==> src/rtl/mux16_result_stage_pkg.sv <==
// Shared types and constants for the mux16 result stage.
package mux16_result_stage_pkg;

  localparam int ALU_W = 16;

  // One buffered result: mux output plus the select bit that produced it.
  typedef struct packed {
    logic [ALU_W-1:0] data;
    logic             sel;
  } entry_t;

  localparam logic [1:0] OCC_EMPTY = 2'd0;
  localparam logic [1:0] OCC_ONE   = 2'd1;
  localparam logic [1:0] OCC_FULL  = 2'd2;

endpackage

==> src/rtl/mux16_result_stage_flags.sv <==
// Zero / negative detect on the head data word.
module result_flags #(
  parameter int WIDTH = 16
) (
  input  logic [WIDTH-1:0] data_i,
  output logic             zero_o,
  output logic             neg_o
);

  // Pure combinational flag decode.
  always_comb begin
    zero_o = (data_i == '0);
    neg_o  = data_i[WIDTH-1];
  end

endmodule

==> src/rtl/mux16_result_stage.sv <==
// Two-entry skid buffer behind the mux16 operand mux, with result flags and
// a wrapping delivered-result counter.
module mux16_result_stage
  import mux16_result_stage_pkg::*;
#(
  parameter int WIDTH = ALU_W,
  parameter int CNT_W = 16
) (
  input  logic             clk,
  input  logic             rst_n,
  input  logic             clr,
  input  logic             in_valid,
  output logic             in_ready,
  input  logic [WIDTH-1:0] in_data,
  input  logic             in_sel,
  output logic             out_valid,
  input  logic             out_ready,
  output logic [WIDTH-1:0] out_data,
  output logic             out_sel,
  output logic             out_zero,
  output logic             out_neg,
  output logic [CNT_W-1:0] count
);

  entry_t           head_q, head_d;
  entry_t           tail_q, tail_d;
  entry_t           in_entry;
  logic [1:0]       occ_q, occ_d;
  logic [CNT_W-1:0] count_q, count_d;
  logic             in_ready_q;
  logic             push, pop;
  logic             head_zero, head_neg;

  assign in_entry  = '{data: in_data, sel: in_sel};
  assign push      = in_valid & in_ready_q;
  assign pop       = out_valid & out_ready;

  assign in_ready  = in_ready_q;
  assign out_valid = (occ_q != OCC_EMPTY);
  assign out_data  = head_q.data;
  assign out_sel   = head_q.sel;
  assign count     = count_q;

  result_flags #(.WIDTH(WIDTH)) u_flags (
    .data_i (head_q.data),
    .zero_o (head_zero),
    .neg_o  (head_neg)
  );

  // Flags only mean something while the head entry is valid.
  always_comb begin
    out_zero = out_valid & head_zero;
    out_neg  = out_valid & head_neg;
  end

  // Occupancy transitions, entry moves and pop counting; clr overrides all.
  always_comb begin
    head_d  = head_q;
    tail_d  = tail_q;
    occ_d   = occ_q;
    count_d = pop ? count_q + 1'b1 : count_q;
    unique case (occ_q)
      OCC_EMPTY: begin
        if (push) begin
          head_d = in_entry;
          occ_d  = OCC_ONE;
        end
      end
      OCC_ONE: begin
        if (push && pop) begin
          head_d = in_entry;
        end else if (push) begin
          tail_d = in_entry;
          occ_d  = OCC_FULL;
        end else if (pop) begin
          occ_d  = OCC_EMPTY;
        end
      end
      OCC_FULL: begin
        if (pop) begin
          head_d = tail_q;
          occ_d  = OCC_ONE;
        end
      end
      default: occ_d = OCC_EMPTY;
    endcase
    if (clr) begin
      occ_d   = OCC_EMPTY;
      count_d = '0;
    end
  end

  // State registers; in_ready is registered from next occupancy so it has no
  // combinational path from out_ready, and stays low while in reset.
  always_ff @(posedge clk or negedge rst_n) begin
    if (!rst_n) begin
      head_q     <= '0;
      tail_q     <= '0;
      occ_q      <= OCC_EMPTY;
      count_q    <= '0;
      in_ready_q <= 1'b0;
    end else begin
      head_q     <= head_d;
      tail_q     <= tail_d;
      occ_q      <= occ_d;
      count_q    <= count_d;
      in_ready_q <= (occ_d != OCC_FULL);
    end
  end

endmodule

==> config.mk <==
export PLATFORM = sky130hd
export DESIGN_NAME = mux16_result_stage
export DESIGN_NICKNAME = d
export VERILOG_FILES = /design/src/rtl/mux16_result_stage_pkg.sv /design/src/rtl/mux16_result_stage_flags.sv /design/src/rtl/mux16_result_stage.sv
export SDC_FILE = /design/constraint.sdc
export NUM_CORES = 1
export LEC_CHECK = 0
export ABC_AREA = 1
export BUFFER_PORTS_ARGS = -buffer_cell sky130_fd_sc_hd__buf_2
export CAP_MARGIN = 20
export CORE_MARGIN = 2
export CORE_UTILIZATION = 40
export DETAILED_ROUTE_END_ITERATION = 7
export GPL_TIMING_DRIVEN = 1
export PLACE_DENSITY_LB_ADDON = 0.08
export SKIP_CTS_REPAIR_TIMING = 1
export SYNTH_ARGS = -nofsm -noshare
export SYNTH_HDL_FRONTEND = slang
export SYNTH_SLANG_ARGS = --single-unit
==> constraint.sdc <==
create_clock -name clk -period 1.7 [get_ports clk]
set_input_delay 0.34 -clock clk [delete_from_list [all_inputs] [get_ports clk]]
set_output_delay 0.34 -clock clk [all_outputs]
set_load 0.1 [all_outputs]
==> results of run 1 <==
-- state kept, by name, summed over array words and instances, names as in the netlist --
name,cells
count,16
out_data,16
occ_q,2
out_sel,1
in_ready,1
tail_q,17
-- final cells by class --
class / count / area share (%)
Multi-Input combinational cell: 220 / 33.2
Inverter: 35 / 4.21
Clock buffer: 7 / 2.77
Tap cell: 75 / 3.01
Clock inverter: 1 / 0.963
Timing Repair Buffer: 66 / 12.8
Sequential cell: 53 / 43.1
-- final timing paths --
kind	from	to	slack, ns	cells past startpoint
min in group asynchronous	rst_n	count[15]	0.46	2
setup / recovery	out_data[13]	out_zero	-0.13	4
hold / removal	clr	count[0]	0.24	2
setup reg to reg	occ_q[0]	out_data[9]	0.29	4
hold reg to reg	tail_q[14]	tail_q[14]	0.49	2
max in group asynchronous	rst_n	out_data[12]	0.57	3
-- worst max-delay path: cells and delay by family (launching register included) --
family	cells	cell delay, ns
DFF	1	0.41
buffers and inverters	1	0.18
and+or+nand+nor	3	0.61
-- per-layer routing --
layer  track usage, %  up-vias  wire, um
met5                0        -         0
met1             21.0      927      2590
met3             5.07        5       259
li1                 -     1145         -
met2             28.4       36      2600
met4             4.47        0        59
-- through the flow --
| step | area, um^2 | TNS, ns |
|---|---|---|
| after floorplan | 2530 | -0.395 |
| after global placement | 2950 | 0 |
| after detailed placement | 2950 | 0 |
| after CTS | 3070 | -0.264 |
| after global routing | 3120 | -0.214 |
| final | 3120 | -0.130 |
-- cell families (layout without fill, tap and decap cells) --
group           Yosys count  count (layout)  share of synthesized area (%)
simple gates            153             153                           25.5
fa+ha+maj                 1               1                          0.499
flops                    53              53                           52.9
compound gates           65              65                           13.2
buf+inv                  46             109                           7.58
xor+xnor                  1               1                          0.349
-- power by group through the flow --
stage | logic [W] | registers [W] | clock network (W)
2_1_floorplan | 0.000291 | 0.00198 | 0
3_3_place_gp | 0.000937 | 0.00154 | 0
3_5_place_dp | 0.000943 | 0.00155 | 0
4_1_cts | 0.000944 | 0.00153 | 0.000922
5_1_grt | 0.00102 | 0.00157 | 0.000968
6_report | 0.000944 | 0.00154 | 0.000880
-- cell usage in the layout, fill, tap and decap left out, types with 2 or more instances in the layout --
cell type                  instances
sky130_fd_sc_hd__o21ai_0          46
sky130_fd_sc_hd__clkbuf_8          6
sky130_fd_sc_hd__nor2_1           30
sky130_fd_sc_hd__o21ai_1           8
sky130_fd_sc_hd__nand3_1          14
sky130_fd_sc_hd__buf_2            55
sky130_fd_sc_hd__buf_4             6
sky130_fd_sc_hd__a21oi_1           9
sky130_fd_sc_hd__nor4_4            2
sky130_fd_sc_hd__dfrtp_1          39
sky130_fd_sc_hd__dfrtp_2          14
sky130_fd_sc_hd__inv_2             2
sky130_fd_sc_hd__inv_1            33
sky130_fd_sc_hd__buf_12            3
sky130_fd_sc_hd__nor3_1            4
sky130_fd_sc_hd__nand2_1          88
sky130_fd_sc_hd__nor2_2            3
sky130_fd_sc_hd__nand2_2           5
sky130_fd_sc_hd__nand4_1           2
sky130_fd_sc_hd__nor2_4            2
==> results.sh, run 1 <==
export IMPL_run_status="complete, but fails checks"
export IMPL_failed_checks="negative setup slack"
export IMPL_critPathMaxFanout=3
export IMPL_synthCells=319
export IMPL_fmax_mhz=546
export IMPL_netlist_top_cells_area="sky130_fd_sc_hd__dfrtp_1 53%, sky130_fd_sc_hd__nand2_1 13%, sky130_fd_sc_hd__o21ai_0 9.2%, sky130_fd_sc_hd__inv_1 4.9%, sky130_fd_sc_hd__nor2_1 4.8%"
export IMPL_synth_main_ff_cell="sky130_fd_sc_hd__dfrtp_1"
export IMPL_fp_row_count=28
export IMPL_antenna_cells=0
export IMPL_grt_start_max_net_pins=36
export IMPL_timing_final_max_slew_violations=0
export IMPL_synth_lib_cells_used_distinct=23
export IMPL_netlist_area_um2=2510
export IMPL_preCtsSetupSlack_ns=0.0815
export IMPL_route_antenna_remaining_nets=0
export IMPL_report_final_setup_viol=1
export IMPL_power_total_w=0.00337
export IMPL_synth_nets=342
export IMPL_synth_warnings=0
export IMPL_timing_max_cap_violations=0
export IMPL_synth_seq_cells=53
export IMPL_finalWorstSetupSlack_ns=-0.130
export IMPL_placeableCoreArea_um2=5990
export IMPL_synth_top_area_cell="sky130_fd_sc_hd__dfrtp_1"
export IMPL_remaining_drc_errors=0
export IMPL_yosysMostFrequentCell="sky130_fd_sc_hd__nand2_1"
export IMPL_seq_total_area_yosys_pct=52.9
export IMPL_crit_arrival_ns=1.49
export IMPL_worstMarginPinSlew_ns=0.551
export IMPL_cts_root_buf="sky130_fd_sc_hd__clkbuf_8"
export IMPL_timing_hold_violations_final=0
export IMPL_layout_drive_gt1_share_pct=26.4
export IMPL_cpMaxStageDelayCell="sky130_fd_sc_hd__dfrtp_1"
export IMPL_drt_pre_antenna_iters=4
export IMPL_clk_insertion_delay_late_ns=0.30
export IMPL_io_pin_count=59
export IMPL_netlist_area_leader_share_pct=52.9
export IMPL_startpoint_type="flip-flop"
export IMPL_setup_worst_path_end_class="primary output"
export IMPL_postSynth_asyncResetShare_pct=100
export IMPL_multi_input_comb_area_um2=1040
export IMPL_instances_no_fill=457
export IMPL_cts_max_path_buffers=2
export IMPL_cell_internal_pwr_w=0.00211
export IMPL_max_ir_drop_vdd_mv=0.815
export IMPL_place_detailed_instances=448
export IMPL_nNetsFinal=404
export IMPL_fin_hold_ws_ns=0.238
export IMPL_clk_pin_slew_ns=0.10
export IMPL_antenna_violations_before_repair=0
export IMPL_count_of_flip_flops_with_a_built_in_enable_after_synthesis=0
export IMPL_routed_wirelength_um=5500
export IMPL_drt_vias_per_instance=4.62
export IMPL_num_vias=2113
export IMPL_grt_pass1_vias=2084
export IMPL_initial_standard_cell_utilization_of_the_core_pct=41.9
export IMPL_drt_wirelength_per_cell_um=12.0
export IMPL_globalRouteTotalUtil_pct=16.8
export IMPL_grt_overflow_total=0
export IMPL_combinationalPowerShare_pct=28.0
export IMPL_grt_first_pass_wirelength_um=9530
export IMPL_worstPathRequired_ns=1.36
export IMPL_nFillCells=611
export IMPL_finalClockSkew_ns=0.0108
export IMPL_p_leak_nw=1.58
export IMPL_critical_path_max_stage_delay_ns=0.41
export IMPL_power_net_switching_w=0.00126
export IMPL_synth_avg_cell_area_um2=7.86
export IMPL_h_tree_depth=2
export IMPL_die_w_um=83.2
export IMPL_tritoncts="yes"
export IMPL_p_sw_share_pct=37.5
export IMPL_cts_num_sinks=53
export IMPL_power_frac_seq_pct=45.8
export IMPL_setup_repair_after_global_routing_missed_its_margin="true"
export IMPL_gp_congestion=0.757
export IMPL_die_h_um=83.2
export IMPL_die_area_um2=6920
export IMPL_drtIter0Drc=60
export IMPL_dp_hpwl_um=3980
export IMPL_storage_element_area_um2=1340
export IMPL_worst_hold_path_type="input port to flip-flop"
export IMPL_cts_inserted_buffers=5
export IMPL_synth_top_cells_by_count="88 x sky130_fd_sc_hd__nand2_1, 53 x sky130_fd_sc_hd__dfrtp_1, 46 x sky130_fd_sc_hd__o21ai_0"
export IMPL_place_port_buffers=58
export IMPL_crit_type="flip-flop to primary output"
export IMPL_pwr_density_cell_nw_per_um2=1080
export IMPL_clock_power_share_pct=26.1
export IMPL_finalCriticalPeriod_ns=1.83
export IMPL_postLayoutCoreUtil_pct=52.1
export IMPL_layout_area_overhead_vs_synth_pct=24.4
export IMPL_final_min_period_over_clock_period_pct=108
export IMPL_path_cells="nor4_1, nand3_2, nor2_4, buf_12"
export IMPL_maxSlewHeadroom_pct=63.1
No activity file was read; power rests on OpenSTA's default activity.
==> run 2: changes to the inputs <==
ABC_AREA = not set   (was 1)
SLEW_MARGIN = 15   (was not set)
==> run 2 against run 1 <==
  * Largest power group unchanged
  * Highest routed layer unchanged
  * Core utilization increased by 5.1 points
  * The flow still finishes with violations (negative setup slack)
  * Combinational power increased by 23%
  * Register-to-register slack got worse by 0.29 ns
  * Clock skew decreased by 0.0035 ns
  * Synthesized area decreased by 3.6%
  * Non-clock buffer count increased by 24
  * Critical path depth unchanged
==> results.sh, run 2 <==
export IMPL_synth_top_area_cell="sky130_fd_sc_hd__dfrtp_1"
export IMPL_synth_avg_cell_area_um2=10.1
export IMPL_route_antenna_remaining_nets=0
export IMPL_num_vias=2010
export IMPL_routed_wirelength_um=5830
export IMPL_die_w_um=81.7
export IMPL_drt_vias_per_instance=5.06
export IMPL_place_port_buffers=58
export IMPL_yosysMostFrequentCell="sky130_fd_sc_hd__dfrtp_1"
export IMPL_path_cells="nor4_1, nand2_1, nor2_4, buf_12"
export IMPL_initial_standard_cell_utilization_of_the_core_pct=41.1
export IMPL_critical_path_max_stage_delay_ns=0.42
export IMPL_place_detailed_instances=379
export IMPL_finalClockSkew_ns=0.00727
export IMPL_postSynth_asyncResetShare_pct=100
export IMPL_cpMaxStageDelayCell="sky130_fd_sc_hd__dfrtp_2"
export IMPL_antenna_violations_before_repair=0
export IMPL_layout_area_overhead_vs_synth_pct=39.3
export IMPL_postLayoutCoreUtil_pct=57.2
export IMPL_timing_hold_violations_final=0
export IMPL_fp_row_count=28
export IMPL_crit_arrival_ns=1.60
export IMPL_grt_overflow_total=0
export IMPL_grt_first_pass_wirelength_um=9210
export IMPL_synth_main_ff_cell="sky130_fd_sc_hd__dfrtp_1"
export IMPL_final_min_period_over_clock_period_pct=114
export IMPL_worst_reg2reg_path_length_in_cells=5
export IMPL_count_of_flip_flops_with_a_built_in_enable_after_synthesis=0
export IMPL_die_area_um2=6680
export IMPL_worst_hold_path_type="input port to flip-flop"
export IMPL_worstMarginPinSlew_ns=0.514
export IMPL_max_ir_drop_vdd_mv=0.591
export IMPL_failed_checks="negative setup slack"
export IMPL_synth_nets=263
export IMPL_tritoncts="yes"
export IMPL_setup_repair_after_global_routing_missed_its_margin="true"
export IMPL_drtIter0Drc=71
export IMPL_netlist_top_cells_area="sky130_fd_sc_hd__dfrtp_1 55%, sky130_fd_sc_hd__mux2_2 7.9%, sky130_fd_sc_hd__nand2_1 6.7%, sky130_fd_sc_hd__nor2_1 4.5%, sky130_fd_sc_hd__a31oi_1 4.4%"
export IMPL_report_final_setup_viol=3
export IMPL_nFillCells=540
export IMPL_registers_top_by_ff_count="tail_q"
export IMPL_die_h_um=81.7
export IMPL_largest_register_ffs=17
export IMPL_pwr_density_cell_nw_per_um2=1040
export IMPL_instances_no_fill=397
export IMPL_critPathMaxFanout=3
export IMPL_worstPathRequired_ns=1.36
export IMPL_synth_warnings=0
export IMPL_antenna_cells=0
export IMPL_timing_max_cap_violations=0
export IMPL_dp_hpwl_um=3980
export IMPL_drt_pre_antenna_iters=4
export IMPL_timing_final_max_slew_violations=0
export IMPL_cts_max_path_buffers=2
export IMPL_worstHoldPathCells=2
export IMPL_netlist_area_leader_share_pct=54.9
export IMPL_gp_congestion=0.752
export IMPL_clk_insertion_delay_late_ns=0.30
export IMPL_synth_lib_cells_used_distinct=37
export IMPL_startpoint_type="flip-flop"
export IMPL_fin_hold_ws_ns=0.273
export IMPL_cts_root_buf="sky130_fd_sc_hd__clkbuf_8"
export IMPL_fmax_mhz=516
export IMPL_remaining_drc_errors=0
export IMPL_cts_inserted_buffers=5
export IMPL_synthCells=240
export IMPL_crit_type="flip-flop to primary output"
export IMPL_grt_start_max_net_pins=35
export IMPL_maxSlewHeadroom_pct=66.0
export IMPL_finalCriticalPeriod_ns=1.94
export IMPL_synth_seq_cells=53
export IMPL_layout_commonest_cell="sky130_fd_sc_hd__buf_2"
export IMPL_placeableCoreArea_um2=5890
export IMPL_seq_total_area_yosys_pct=54.9
export IMPL_layout_drive_gt1_share_pct=48.8
export IMPL_clk_pin_slew_ns=0.10
export IMPL_netlist_area_um2=2420
export IMPL_run_status="complete, but fails checks"
export IMPL_globalRouteTotalUtil_pct=18.1
export IMPL_io_pin_count=59
export IMPL_finalWorstSetupSlack_ns=-0.238
export IMPL_grt_pass1_vias=1837
export IMPL_final_cell_mix="55 x sky130_fd_sc_hd__buf_2, 42 x sky130_fd_sc_hd__nand2_1, 28 x sky130_fd_sc_hd__nor2_1, 25 x sky130_fd_sc_hd__dfrtp_1, 24 x sky130_fd_sc_hd__buf_4"
export IMPL_nNetsFinal=345
export IMPL_p_leak_nw=1.49
export IMPL_drt_wirelength_per_cell_um=14.7
export IMPL_cts_num_sinks=53
export IMPL_synth_top_cells_by_count="53 x sky130_fd_sc_hd__dfrtp_1, 43 x sky130_fd_sc_hd__nand2_1, 29 x sky130_fd_sc_hd__nor2_1"
export IMPL_setup_worst_path_end_class="primary output"
export IMPL_h_tree_depth=2
## run 2: logic make-up after synthesis
logic type	count (synthesis)	synth area share, %
xor+xnor	9	3.26
compound gates	35	9.22
fa+ha+maj	1	0.518
flops	53	54.9
buf+inv	18	3.21
simple gates	105	20.1
mux	19	8.75
## run 2: power breakdown
group / internal [W] / leakage (nW) / switching, W
combinational: 0.000357 / 0.830 / 0.000804
sequential: 0.00147 / 0.617 / 0.000145
clock: 0.000323 / 0.0433 / 0.000414
## run 2: path summary, 6_finish.rpt
kind / from / to / slack, ns
max: out_data[0] / out_zero / -0.24
max reg2reg: occ_q[0] / count[13] / 0
max in group asynchronous: rst_n / count[4] / 0.64
min: in_data[6] / tail_q[7] / 0.27
min in group asynchronous: rst_n / count[5] / 0.49
min reg2reg: tail_q[3] / tail_q[3] / 0.52
## run 2: per-layer routing
| layer | global-route usage (%) | up-vias | part of all wire (%) |
|---|---|---|---|
| met3 | 4.40 | 5 | 4.4 |
| li1 | - | 992 | - |
| met1 | 23.4 | 976 | 45 |
| met5 | 0 | - | 0 |
| met4 | 5.00 | 0 | 1.1 |
| met2 | 30.3 | 37 | 49 |
## run 2: per-stage QoR
step,total power [W],setup TNS [ns],cell area (um^2),worst slack (ns)
2_1_floorplan,0.00248,-1.46,2570,-0.237
3_3_place_gp,0.00274,-0.211,3120,-0.0396
3_5_place_dp,0.00276,-0.358,3120,-0.0747
4_1_cts,0.00350,-0.854,3210,-0.291
5_1_grt,0.00367,-0.634,3360,-0.296
6_report,0.00351,-0.323,3360,-0.238
## run 2: worst max-delay path: cells and delay by family, from the launching register on
family,cells,cell delay [ns]
buffers and inverters,1,0.18
flip-flops,1,0.42
AND/OR/NAND/NOR,3,0.69
## run 2: layout make-up
type                            instances  area, um^2  area share [%]
Tap cell                               75        93.8            2.79
Sequential cell                        53        1380            41.1
Timing Repair Buffer                   90         631            18.7
Inverter                                3        11.3           0.335
Clock buffer                            6        82.6            2.45
Clock inverter                          1        7.51           0.223
Multi-Input combinational cell        169        1160            34.4
==> run 3: changes to the inputs <==
--- a/constraint.sdc
+++ b/constraint.sdc
@@ -3,2 +3,2 @@
 set_output_delay 0.34 -clock clk [all_outputs]
-set_load 0.1 [all_outputs]
+set_load 0.02 [all_outputs]
==> run 3 against run 2 <==
  * The run still ends with negative setup slack left
  * Total power decreased by 19%
  * Die area unchanged
  * Via count decreased by 3.0%
  * Largest cell class unchanged
==> results.sh, run 3 (same netlist as run 2, synthesis figures left out) <==
export IMPL_initial_standard_cell_utilization_of_the_core_pct=41.1
export IMPL_postLayoutCellArea_um2=3080
export IMPL_largest_register_ffs=17
export IMPL_grt_start_max_net_pins=35
export IMPL_drt_pre_antenna_iters=4
export IMPL_p_leak_nw=1.41
export IMPL_cts_num_sinks=53
export IMPL_setup_repair_after_global_routing_missed_its_margin="true"
export IMPL_cts_root_buf="sky130_fd_sc_hd__clkbuf_8"
export IMPL_registers_top_by_ff_count="tail_q"
export IMPL_grt_pass1_vias=1814
export IMPL_final_cell_mix="56 x sky130_fd_sc_hd__buf_2, 48 x sky130_fd_sc_hd__dfrtp_1, 43 x sky130_fd_sc_hd__nand2_1, 29 x sky130_fd_sc_hd__nor2_1, 19 x sky130_fd_sc_hd__buf_4"
export IMPL_postLayoutCoreUtil_pct=52.4
export IMPL_fmax_mhz=563
export IMPL_critPathMaxFanout=3
export IMPL_drtIter0Drc=76
export IMPL_die_area_um2=6680
export IMPL_worst_r2r_startpoint="occ_q[1]"
export IMPL_fp_row_count=28
export IMPL_reg2reg_slack_ns=0.07
export IMPL_clk_insertion_delay_late_ns=0.30
export IMPL_worstPathRequired_ns=1.36
export IMPL_drt_vias_per_instance=5.02
export IMPL_timing_hold_violations_final=0
export IMPL_max_ir_drop_vdd_mv=0.690
export IMPL_die_w_um=81.7
export IMPL_place_port_buffers=58
export IMPL_placeableCoreArea_um2=5890
export IMPL_remaining_drc_errors=0
export IMPL_h_tree_depth=2
export IMPL_crit_arrival_ns=1.44
export IMPL_drt_wirelength_per_cell_um=14.3
export IMPL_globalRouteTotalUtil_pct=17.8
export IMPL_cts_max_path_buffers=2
export IMPL_finalClockSkew_ns=0.00628
export IMPL_worst_reg2reg_path_length_in_cells=4
export IMPL_detailed_place_area_um2=2930
export IMPL_dp_hpwl_um=3840
export IMPL_grt_first_pass_wirelength_um=8870
export IMPL_nNetsFinal=335
export IMPL_tritoncts="yes"
export IMPL_routed_wirelength_um=5560
export IMPL_cts_inserted_buffers=5
export IMPL_io_pin_count=59
export IMPL_finalCriticalPeriod_ns=1.78
export IMPL_run_status="complete, but fails checks"
export IMPL_antenna_violations_before_repair=0
export IMPL_timing_final_max_slew_violations=0
export IMPL_layout_commonest_cell="sky130_fd_sc_hd__buf_2"
export IMPL_layout_area_overhead_vs_synth_pct=27.7
export IMPL_report_final_setup_viol=2
export IMPL_antenna_cells=0
export IMPL_setup_worst_path_end_class="primary output"
export IMPL_num_vias=1949
export IMPL_crit_type="flip-flop to primary output"
export IMPL_nFillCells=559
export IMPL_final_min_period_over_clock_period_pct=105
export IMPL_regToRegEndpoint="count[11]"
export IMPL_timing_max_cap_violations=0
export IMPL_startpoint_type="flip-flop"
export IMPL_pwr_density_cell_nw_per_um2=923
export IMPL_clk_pin_slew_ns=0.09
export IMPL_gp_congestion=0.771
export IMPL_failed_checks="negative setup slack"
export IMPL_grt_overflow_total=0
export IMPL_finalWorstSetupSlack_ns=-0.0769
export IMPL_worstMarginPinSlew_ns=0.517
export IMPL_layout_drive_gt1_share_pct=37.1
export IMPL_maxSlewHeadroom_pct=65.5
export IMPL_die_h_um=81.7
export IMPL_worst_hold_path_type="input port to async pin"
export IMPL_route_antenna_remaining_nets=0
## run 3: how the worst max path moves through the flow
| stage | start | endpoint | slack [ns] | cells after the start |
|---|---|---|---|---|
| 2_1_floorplan | count[2] | count[11] | -0.05 | 5 |
| 3_3_place_gp | out_ready | count[11] | -0.07 | 5 |
| 3_5_place_dp | out_ready | count[11] | -0.08 | 5 |
| 4_1_cts | occ_q[1] | out_neg | -0.21 | 4 |
| 5_1_grt | out_data[6] | out_zero | -0.15 | 4 |
| 6_report | out_data[6] | out_zero | -0.08 | 4 |
## run 3: per-layer routing
| layer | up-vias | GRT usage, % | part of all wire (%) |
|---|---|---|---|
| li1 | 976 | - | - |
| met1 | 924 | 23.6 | 45 |
| met2 | 45 | 29.8 | 49 |
| met3 | 4 | 3.63 | 4.9 |
| met4 | 0 | 4.50 | 0.72 |
| met5 | - | 0 | 0 |
## run 3: cell type report
class	instances	area, um^2	share of cell area (%)
timing repair buffer	80	505	16.4
inverter	3	11.3	0.365
clock buffer	7	76.3	2.47
clock inverter	1	7.51	0.243
multi-input combinational	169	1060	34.3
tap	75	93.8	3.04
sequential	53	1330	43.2
## run 3: per-stage QoR
step                power [W]  cells  setup WS [ns]  hold slack [ns]  setup TNS, ns
floorplan             0.00194    240        -0.0468           0.0444         -0.143
CTS                   0.00287    384         -0.215           0.0169         -0.663
finish                0.00285    388        -0.0769          0.00530         -0.133
global route          0.00302    388         -0.151           0.0244         -0.267
detailed placement    0.00218    376        -0.0817            0.348         -0.224
global placement      0.00216    376        -0.0664            0.339         -0.169
## run 3: report_power, final
group,internal [W],switching [W],total (W)
clock network,0.000292,0.000391,0.000683
logic,0.000269,0.000304,0.000573
registers,0.00146,0.000135,0.00159
total,0.00202,0.000830,0.00285
## run 3: critical path, stage by stage, from the launching register on
cell	delay, ns
sky130_fd_sc_hd__dfrtp_1	0.41
sky130_fd_sc_hd__nor4_2	0.32
sky130_fd_sc_hd__nand3_1	0.14
sky130_fd_sc_hd__nor2_1	0.11
sky130_fd_sc_hd__buf_4	0.15
